### config.mk
export PLATFORM = sky130hd
export DESIGN_NAME = gds_symbol_demod
export DESIGN_NICKNAME = d
export VERILOG_FILES = /design/src/rtl/gds_symbol_demod.sv
export SDC_FILE = /design/constraint.sdc
export NUM_CORES = 1
export LEC_CHECK = 0
export ABC_AREA = 1
export CAP_MARGIN = 20
export CORE_UTILIZATION = 51
export DETAILED_ROUTE_END_ITERATION = 8
export PLACE_DENSITY_LB_ADDON = 0.2
export SYNTH_ARGS = -nofsm -noshare
export SYNTH_HDL_FRONTEND = slang
export SYNTH_SLANG_ARGS = --single-unit
### constraint.sdc
create_clock -name clk -period 1.75 [get_ports clk]
set_input_delay 0.2625 -clock clk [delete_from_list [all_inputs] [get_ports clk]]
set_output_delay 0.2625 -clock clk [all_outputs]
set_load 0.1 [all_outputs]
### src/rtl/gds_symbol_demod.sv
// gds_symbol_demod: recovers data bits from the gated GDS serial stream.
// Each window of BIT accepted samples is integrated (GDS ANDed with the
// QMOD gate) and sliced against THRESH; WAVE consecutive decisions are
// packed LSB-first into a word.
module gds_symbol_demod #(
    parameter int BIT    = 2498,
    parameter int WAVE   = 8,
    parameter int THRESH = 1249
) (
    input  logic                         clk,
    input  logic                         rst_n,
    input  logic                         en,
    input  logic                         sync,
    input  logic                         gds_in,
    input  logic                         qmod_in,
    output logic                         sym_bit,
    output logic                         sym_valid,
    output logic [WAVE-1:0]              word,
    output logic                         word_valid,
    output logic [$clog2(BIT+1)-1:0]     ones_cnt
);

    // Accumulator width holds 0..BIT, so a full window never overflows.
    localparam int CW = $clog2(BIT + 1);
    localparam int SW = (BIT > 1) ? $clog2(BIT) : 1;
    localparam int YW = (WAVE > 1) ? $clog2(WAVE) : 1;

    localparam logic [SW-1:0] LAST_SAMPLE = SW'(BIT - 1);
    localparam logic [SW-1:0] SAMPLE_ONE  = SW'(1);
    localparam logic [YW-1:0] LAST_SYM    = YW'(WAVE - 1);
    localparam logic [YW-1:0] SYM_ONE     = YW'(1);
    localparam logic [CW-1:0] THR         = CW'(THRESH);

    // With a one-sample window the sync sample would itself complete the
    // symbol, so it cannot be carried forward as sample 0 of a new one.
    localparam bit SYNC_KEEPS_SAMPLE = (BIT > 1);

    typedef enum logic {
        S_IDLE  = 1'b0,
        S_ACCUM = 1'b1
    } state_t;

    state_t            r_state;
    state_t            w_state_next;

    logic [CW-1:0]     r_acc;
    logic [SW-1:0]     r_sample_idx;
    logic [YW-1:0]     r_sym_idx;
    logic [WAVE-1:0]   r_shift;

    logic              r_sym_bit;
    logic              r_sym_valid;
    logic [WAVE-1:0]   r_word;
    logic              r_word_valid;
    logic [CW-1:0]     r_ones_cnt;

    logic              w_gated;
    logic [CW-1:0]     w_total;
    logic              w_last_sample;
    logic              w_last_sym;
    logic              w_bit;
    logic              w_active;
    logic [WAVE-1:0]   w_shift_ins;

    assign w_gated       = gds_in & qmod_in;
    assign w_total       = r_acc + CW'(w_gated);
    assign w_last_sample = (r_sample_idx == LAST_SAMPLE);
    assign w_last_sym    = (r_sym_idx == LAST_SYM);
    assign w_bit         = (w_total >= THR);

    // Counting is live in ACCUM, and also on the IDLE cycle that triggers
    // the move into ACCUM, so that cycle's sample becomes sample 0.
    assign w_active = (r_state == S_ACCUM) || en || sync;

    // Word accumulator with the current decision dropped into slot sym_idx.
    genvar gi;
    generate
        for (gi = 0; gi < WAVE; gi = gi + 1) begin : g_insert
            assign w_shift_ins[gi] = (r_sym_idx == YW'(gi)) ? w_bit : r_shift[gi];
        end
    endgenerate

    // State register.
    always_ff @(posedge clk) begin
        if (!rst_n) begin
            r_state <= S_IDLE;
        end else begin
            r_state <= w_state_next;
        end
    end

    // Next-state logic: leave IDLE on the first strobe, then stay in ACCUM.
    always_comb begin
        w_state_next = r_state;
        case (r_state)
            S_IDLE:  if (en || sync) w_state_next = S_ACCUM;
            S_ACCUM: w_state_next = S_ACCUM;
            default: w_state_next = S_IDLE;
        endcase
    end

    // Sample integration, symbol slicing and word assembly.
    always_ff @(posedge clk) begin
        if (!rst_n) begin
            r_acc        <= '0;
            r_sample_idx <= '0;
            r_sym_idx    <= '0;
            r_shift      <= '0;
            r_sym_bit    <= 1'b0;
            r_sym_valid  <= 1'b0;
            r_word       <= '0;
            r_word_valid <= 1'b0;
            r_ones_cnt   <= '0;
        end else begin
            r_sym_valid  <= 1'b0;
            r_word_valid <= 1'b0;
            if (sync) begin
                // Realign: drop partial symbol and word, no pulses.
                r_sym_idx <= '0;
                r_shift   <= '0;
                if (en && SYNC_KEEPS_SAMPLE) begin
                    r_acc        <= CW'(w_gated);
                    r_sample_idx <= SAMPLE_ONE;
                end else begin
                    r_acc        <= '0;
                    r_sample_idx <= '0;
                end
            end else if (en && w_active) begin
                if (w_last_sample) begin
                    r_sym_bit    <= w_bit;
                    r_ones_cnt   <= w_total;
                    r_sym_valid  <= 1'b1;
                    r_acc        <= '0;
                    r_sample_idx <= '0;
                    if (w_last_sym) begin
                        r_word       <= w_shift_ins;
                        r_word_valid <= 1'b1;
                        r_shift      <= '0;
                        r_sym_idx    <= '0;
                    end else begin
                        r_shift   <= w_shift_ins;
                        r_sym_idx <= r_sym_idx + SYM_ONE;
                    end
                end else begin
                    r_acc        <= w_total;
                    r_sample_idx <= r_sample_idx + SAMPLE_ONE;
                end
            end
        end
    end

    assign sym_bit    = r_sym_bit;
    assign sym_valid  = r_sym_valid;
    assign word       = r_word;
    assign word_valid = r_word_valid;
    assign ones_cnt   = r_ones_cnt;

endmodule

==> reports/qor_table.md, run 1 <==
| Stage | Item | Value |
|:---|:---|:---|
| global routing | Antenna violations before repair | 0 |
| yosys | Mux cell area share after synthesis | 0% |
| placement | HPWL after DPL | 5060 um |
| setup path | Max FO, Critical Path | 8 |
| setup path | Delay contributed by the slowest stage of the critical path | 370 ps |
| job | Number of violations of the max-capacitance limit | 0 |
| setup path | Crit path launch type | register |
| finish | Area delta synth->final | 46.2% |
| sta | Final worst slack | -169 ps |
| route | Final routed wirelength across all metal layers | 7970 um |
| cts | Clock latency on the worst-skew pair | 340 ps |
| floorplanning | Starting density of the core | 53.4% |
| route | DR vias | 2910 |
| yosys | Synth top cells by count | sky130_fd_sc_hd__nand2_1 (68), sky130_fd_sc_hd__dfxtp_1 (57), sky130_fd_sc_hd__inv_1 (48), sky130_fd_sc_hd__nor2_1 (38) |
| hold path | Kind of path behind the tightest hold check | reg2reg |
| route | Post-route antenna net violation count | 0 |
| sta | Worst Skew | 5.40 ps |
| sta | Final Hold Viols | 0 |
| placement | Last weighted congestion value of the routability-driven placer | 0.887 |
| yosys | Flip-flop and latch count after synthesis | 57 |
| global routing | Met2 Use GR | 47.9% |
| yosys | Main area contributors after synthesis | sky130_fd_sc_hd__dfxtp_1 (38%), sky130_fd_sc_hd__nand2_1 (8.6%), sky130_fd_sc_hd__inv_1 (6.1%) |
| setup path | Data arrival time of the worst path | 2140 ps |
| status | Status | complete, but fails checks |
| finish | Count of antenna diodes in the layout | 0 |
| cts | Clk root buf | sky130_fd_sc_hd__clkbuf_8 |
| setup path | Slowest library cell on the worst path | sky130_fd_sc_hd__dfxtp_4 |
| floorplanning | Overall die area | 6150 sq um |
| sta | Final Setup Violations | 16 |
| finish | Core Util, Final | 78.1% |
| yosys | Main combinational cell family by area after synthesis | simple AND/OR/NAND/NOR gates |
| floorplanning | Placement Rows | 27 |
| cts | Clock buffer depth | 2 |
| floorplanning | Horizontal die dimension | 78.4 um |
| global routing | Gr ovfl total | 0 |
| route | Average wire per standard cell | 14.8 um |
| global routing | Vias in the first global route | 2822 |
| yosys | Proportion of netlist area held by the largest area contributor | 38.3% |
| yosys | Warnings from Yosys | 0 |
| placement | DP Cell Count | 515 |
| yosys | Area share of and/or/nand/nor cells after synthesis | 30.2% |
| placement | Number of input and output port buffers inserted | 28 |
| sta | Final worst path period need | 1920 ps |
| cts | H-tree levels | 3 |
| floorplanning | Number of top-level pins | 29 |
| placement | Setup WS pre-CTS | -680 ps |
| yosys | Sequential fraction of the synthesis area | 38.3% |
| sta | Max-slew violation count | 0 |
| cts | CTS tree | yes |
| sta | Relative slew slack | 70.8% |
| power and ir drop | PwrDens | 705 nW/um^2 |
| sta | Setup repair after global routing missed its margin | yes |
| cts | Worst-path clk slew | 70 ps |
| cts | Number of sinks on the clock net | 57 |
| yosys | Post-synth net total | 402 |
| setup path | Bufs and invs on worst path | 2 |
| sta | Highest achievable clock rate | 521 MHz |
| status | Violations in the final reports | setup timing |
| route | DRC | 0 |
| sta | Slew of the pin with the lowest slew margin | 436 ps |
| yosys | Cell area after synthesis | 2980 sq um |
| global routing | Met1 track demand over resource in global routing | 32.1% |
| global routing | Most used routing layer | met2 |
| setup path | Critical path class | reg2reg |
| global routing | First-pass GRT wire length | 12900 um |
| global routing | GR Layer Usage met3 | 4.07% |
| setup path | Required time of the worst setup path | 1970 ps |
| global routing | Maximum number of pins on one net before global-route repair | 21 |
| yosys | Yosys top cell by area | sky130_fd_sc_hd__dfxtp_1 |
| cts | Number of buffers inserted by hold repair at cts | 0 |
| yosys | EDFF count, synth | 0 |
| finish | Total Nets Final | 480 |
| floorplanning | Total core area | 5570 sq um |
| yosys | Cell variety after synth | 47 |
| global routing | Global Route Usage Sum | 27.3% |
| floorplanning | Die boundary height | 78.4 um |
| setup path | Top cell family by delay on the critical path | simple AND/OR/NAND/NOR gates |
| setup path | Kind of end point of the critical path | register |
| power and ir drop | Post-layout power | 3070 uW |
| yosys | Number of standard cells after synthesis | 385 |
| sta | Period utilization | 110% |
| yosys | Share of flip-flops with an asynchronous set or reset | 0% |
| setup path | Top cell by count, worst path | sky130_fd_sc_hd__nand2_4 |
| finish | Non-filler instance count after layout | 540 |
| yosys | Fraction of the mapped netlist area in compound gates | 17.2% |
| yosys | Most common cell in the netlist | sky130_fd_sc_hd__nand2_1 |
| route | Iteration-0 DRC Markers | 199 |
| yosys | Post-synthesis adder-cell area fraction | 4.62% |
| yosys | Most common flop cell mapped by yosys | sky130_fd_sc_hd__dfxtp_1 |
| route | Post-DR vias/cell | 5.39 |
| finish | Share of post-route cells with drive strength above 1 | 39.7% |
| cts | CTS buffer count | 9 |
| power and ir drop | Static leakage | 0.00181 uW |
| yosys | Xor and xnor fraction of the mapped netlist area | 1.18% |
| setup path | Cell chain of the critical path | ha_4 -> ha_4 -> nand2_4 -> nor2_4 -> buf_6 -> nand3b_1 -> nand2_2 -> inv_2 -> nand2_4 -> nand2_4 -> nand2_4 -> nor2_8 -> nand3_2 -> o21ai_2 -> o21ai_1 |
| route | Number of detailed-route iterations in the first pass | 5 |
| yosys | Average footprint of a synthesized cell | 7.73 sq um |
| power and ir drop | Peak supply drop | 527 uV |
-- area by class of cell --
class                   instances  area (sq um)
fillers                       380          1220
flip-flops and latches         57          1150
clock inverters                 6           130
clock buffers                  10           128
multi-input cells             264          1830
well taps                      72          90.1
inverters                      54           206
repair buffers                 77           815
-- report_power, final --
part           switching [uW]  total [uW]  internal [uW]
Clock                     547        1630           1090
Combinational            77.9         133           54.7
Sequential               5.06        1300           1300
Total                     630        3070           2440
-- per-stage QoR --
stage	setup TNS, ps	hold slack [ps]	area, sq um
2_1_floorplan	0	422	3040
3_3_place_gp	-13310	453	3800
3_5_place_dp	-14450	463	3800
4_1_cts	-1740	472	4120
5_1_grt	-3860	494	4350
6_report	-2320	478	4350
-- path summary, 6_finish.rpt --
check / from / endpoint / slack (ps) / depth (start not counted)
worst max-delay path: r_acc[0]$_SDFFE_PN0P_ / r_shift[1]$_SDFFE_PP0P_ / -170 / 15
worst max register to register: r_acc[0]$_SDFFE_PN0P_ / r_shift[1]$_SDFFE_PP0P_ / -170 / 15
worst min register to register: r_sample_idx[9]$_SDFFE_PN0P_ / r_sample_idx[9]$_SDFFE_PN0P_ / 480 / 2
worst min-delay path: r_sample_idx[9]$_SDFFE_PN0P_ / r_sample_idx[9]$_SDFFE_PN0P_ / 480 / 2
-- tightest hold or removal path: stages (launching register included) --
cell                      delay (ps)
sky130_fd_sc_hd__dfxtp_1         320
sky130_fd_sc_hd__nand2_1          60
sky130_fd_sc_hd__a21oi_1          60
-- state kept, by name, summed over array words and instances (netlist names) --
| signal | count |
|---|---|
| ones_cnt | 12 |
| r_acc | 12 |
| r_sample_idx | 12 |
| r_shift | 7 |
| r_sym_idx | 3 |
| sym_bit | 1 |
| sym_valid | 1 |
| word | 8 |
| word_valid | 1 |
-- per-layer routing --
metal / vias to the layer above / share of wire [%]
li1: 1420 / -
met1: 1374 / 41
met2: 89 / 52
met3: 27 / 3.6
met4: 0 / 3.5
met5: - / 0
-- layout by cell type, fill, tap and decap left out, types with 2 or more instances in the layout --
cell type	count
sky130_fd_sc_hd__a21oi_1	18
sky130_fd_sc_hd__a21oi_2	11
sky130_fd_sc_hd__a221oi_1	2
sky130_fd_sc_hd__a22oi_1	2
sky130_fd_sc_hd__a22oi_2	3
sky130_fd_sc_hd__a31oi_1	2
sky130_fd_sc_hd__buf_12	16
sky130_fd_sc_hd__buf_4	49
sky130_fd_sc_hd__buf_6	7
sky130_fd_sc_hd__bufinv_16	4
sky130_fd_sc_hd__clkbuf_8	9
sky130_fd_sc_hd__clkdlybuf4s50_1	3
sky130_fd_sc_hd__clkinv_1	2
sky130_fd_sc_hd__clkinv_2	3
sky130_fd_sc_hd__dfxtp_1	52
sky130_fd_sc_hd__dfxtp_2	3
sky130_fd_sc_hd__dfxtp_4	2
sky130_fd_sc_hd__dlygate4sd2_1	2
sky130_fd_sc_hd__ha_1	7
sky130_fd_sc_hd__ha_4	4
sky130_fd_sc_hd__inv_1	45
sky130_fd_sc_hd__inv_2	5
sky130_fd_sc_hd__nand2_1	59
sky130_fd_sc_hd__nand2_2	12
sky130_fd_sc_hd__nand2_4	8
sky130_fd_sc_hd__nand3_1	9
sky130_fd_sc_hd__nand3_2	10
sky130_fd_sc_hd__nand3_4	3
sky130_fd_sc_hd__nand4_1	2
sky130_fd_sc_hd__nor2_1	32
sky130_fd_sc_hd__nor2_2	4
sky130_fd_sc_hd__nor2_4	8
sky130_fd_sc_hd__nor3_1	7
sky130_fd_sc_hd__nor3_4	2
sky130_fd_sc_hd__o21ai_0	11
sky130_fd_sc_hd__o21ai_1	14
sky130_fd_sc_hd__o21ai_2	13
sky130_fd_sc_hd__xor2_1	2
-- cell families after synthesis --
group	count (synthesis)
AO/OA/AOI/OAI	83
XOR/XNOR	4
buffers and inverters	64
flip-flops	57
adder cells (fa/ha/maj)	11
AND/OR/NAND/NOR	166
-- what timing repair did --
action                     in CTS  in global routing
gates cloned                    0                  1
pin swaps                      11                 19
buffers inserted                4                  5
resized for setup              10                 61
setup endpoints to repair      18                 40
Power figures use the tool's default switching activity.
==> run 2: changes to the inputs <==
- CTS_CLUSTER_SIZE: not set -> 16
==> results of run 2 <==
Final layout, timing and power as in run 1 (identical DEF).
==> run 3: changes to the inputs <==
- ABC_CLOCK_PERIOD_IN_PS: not set -> 1750
==> results of run 3 <==
Final layout, timing and power as in run 1 (identical DEF).
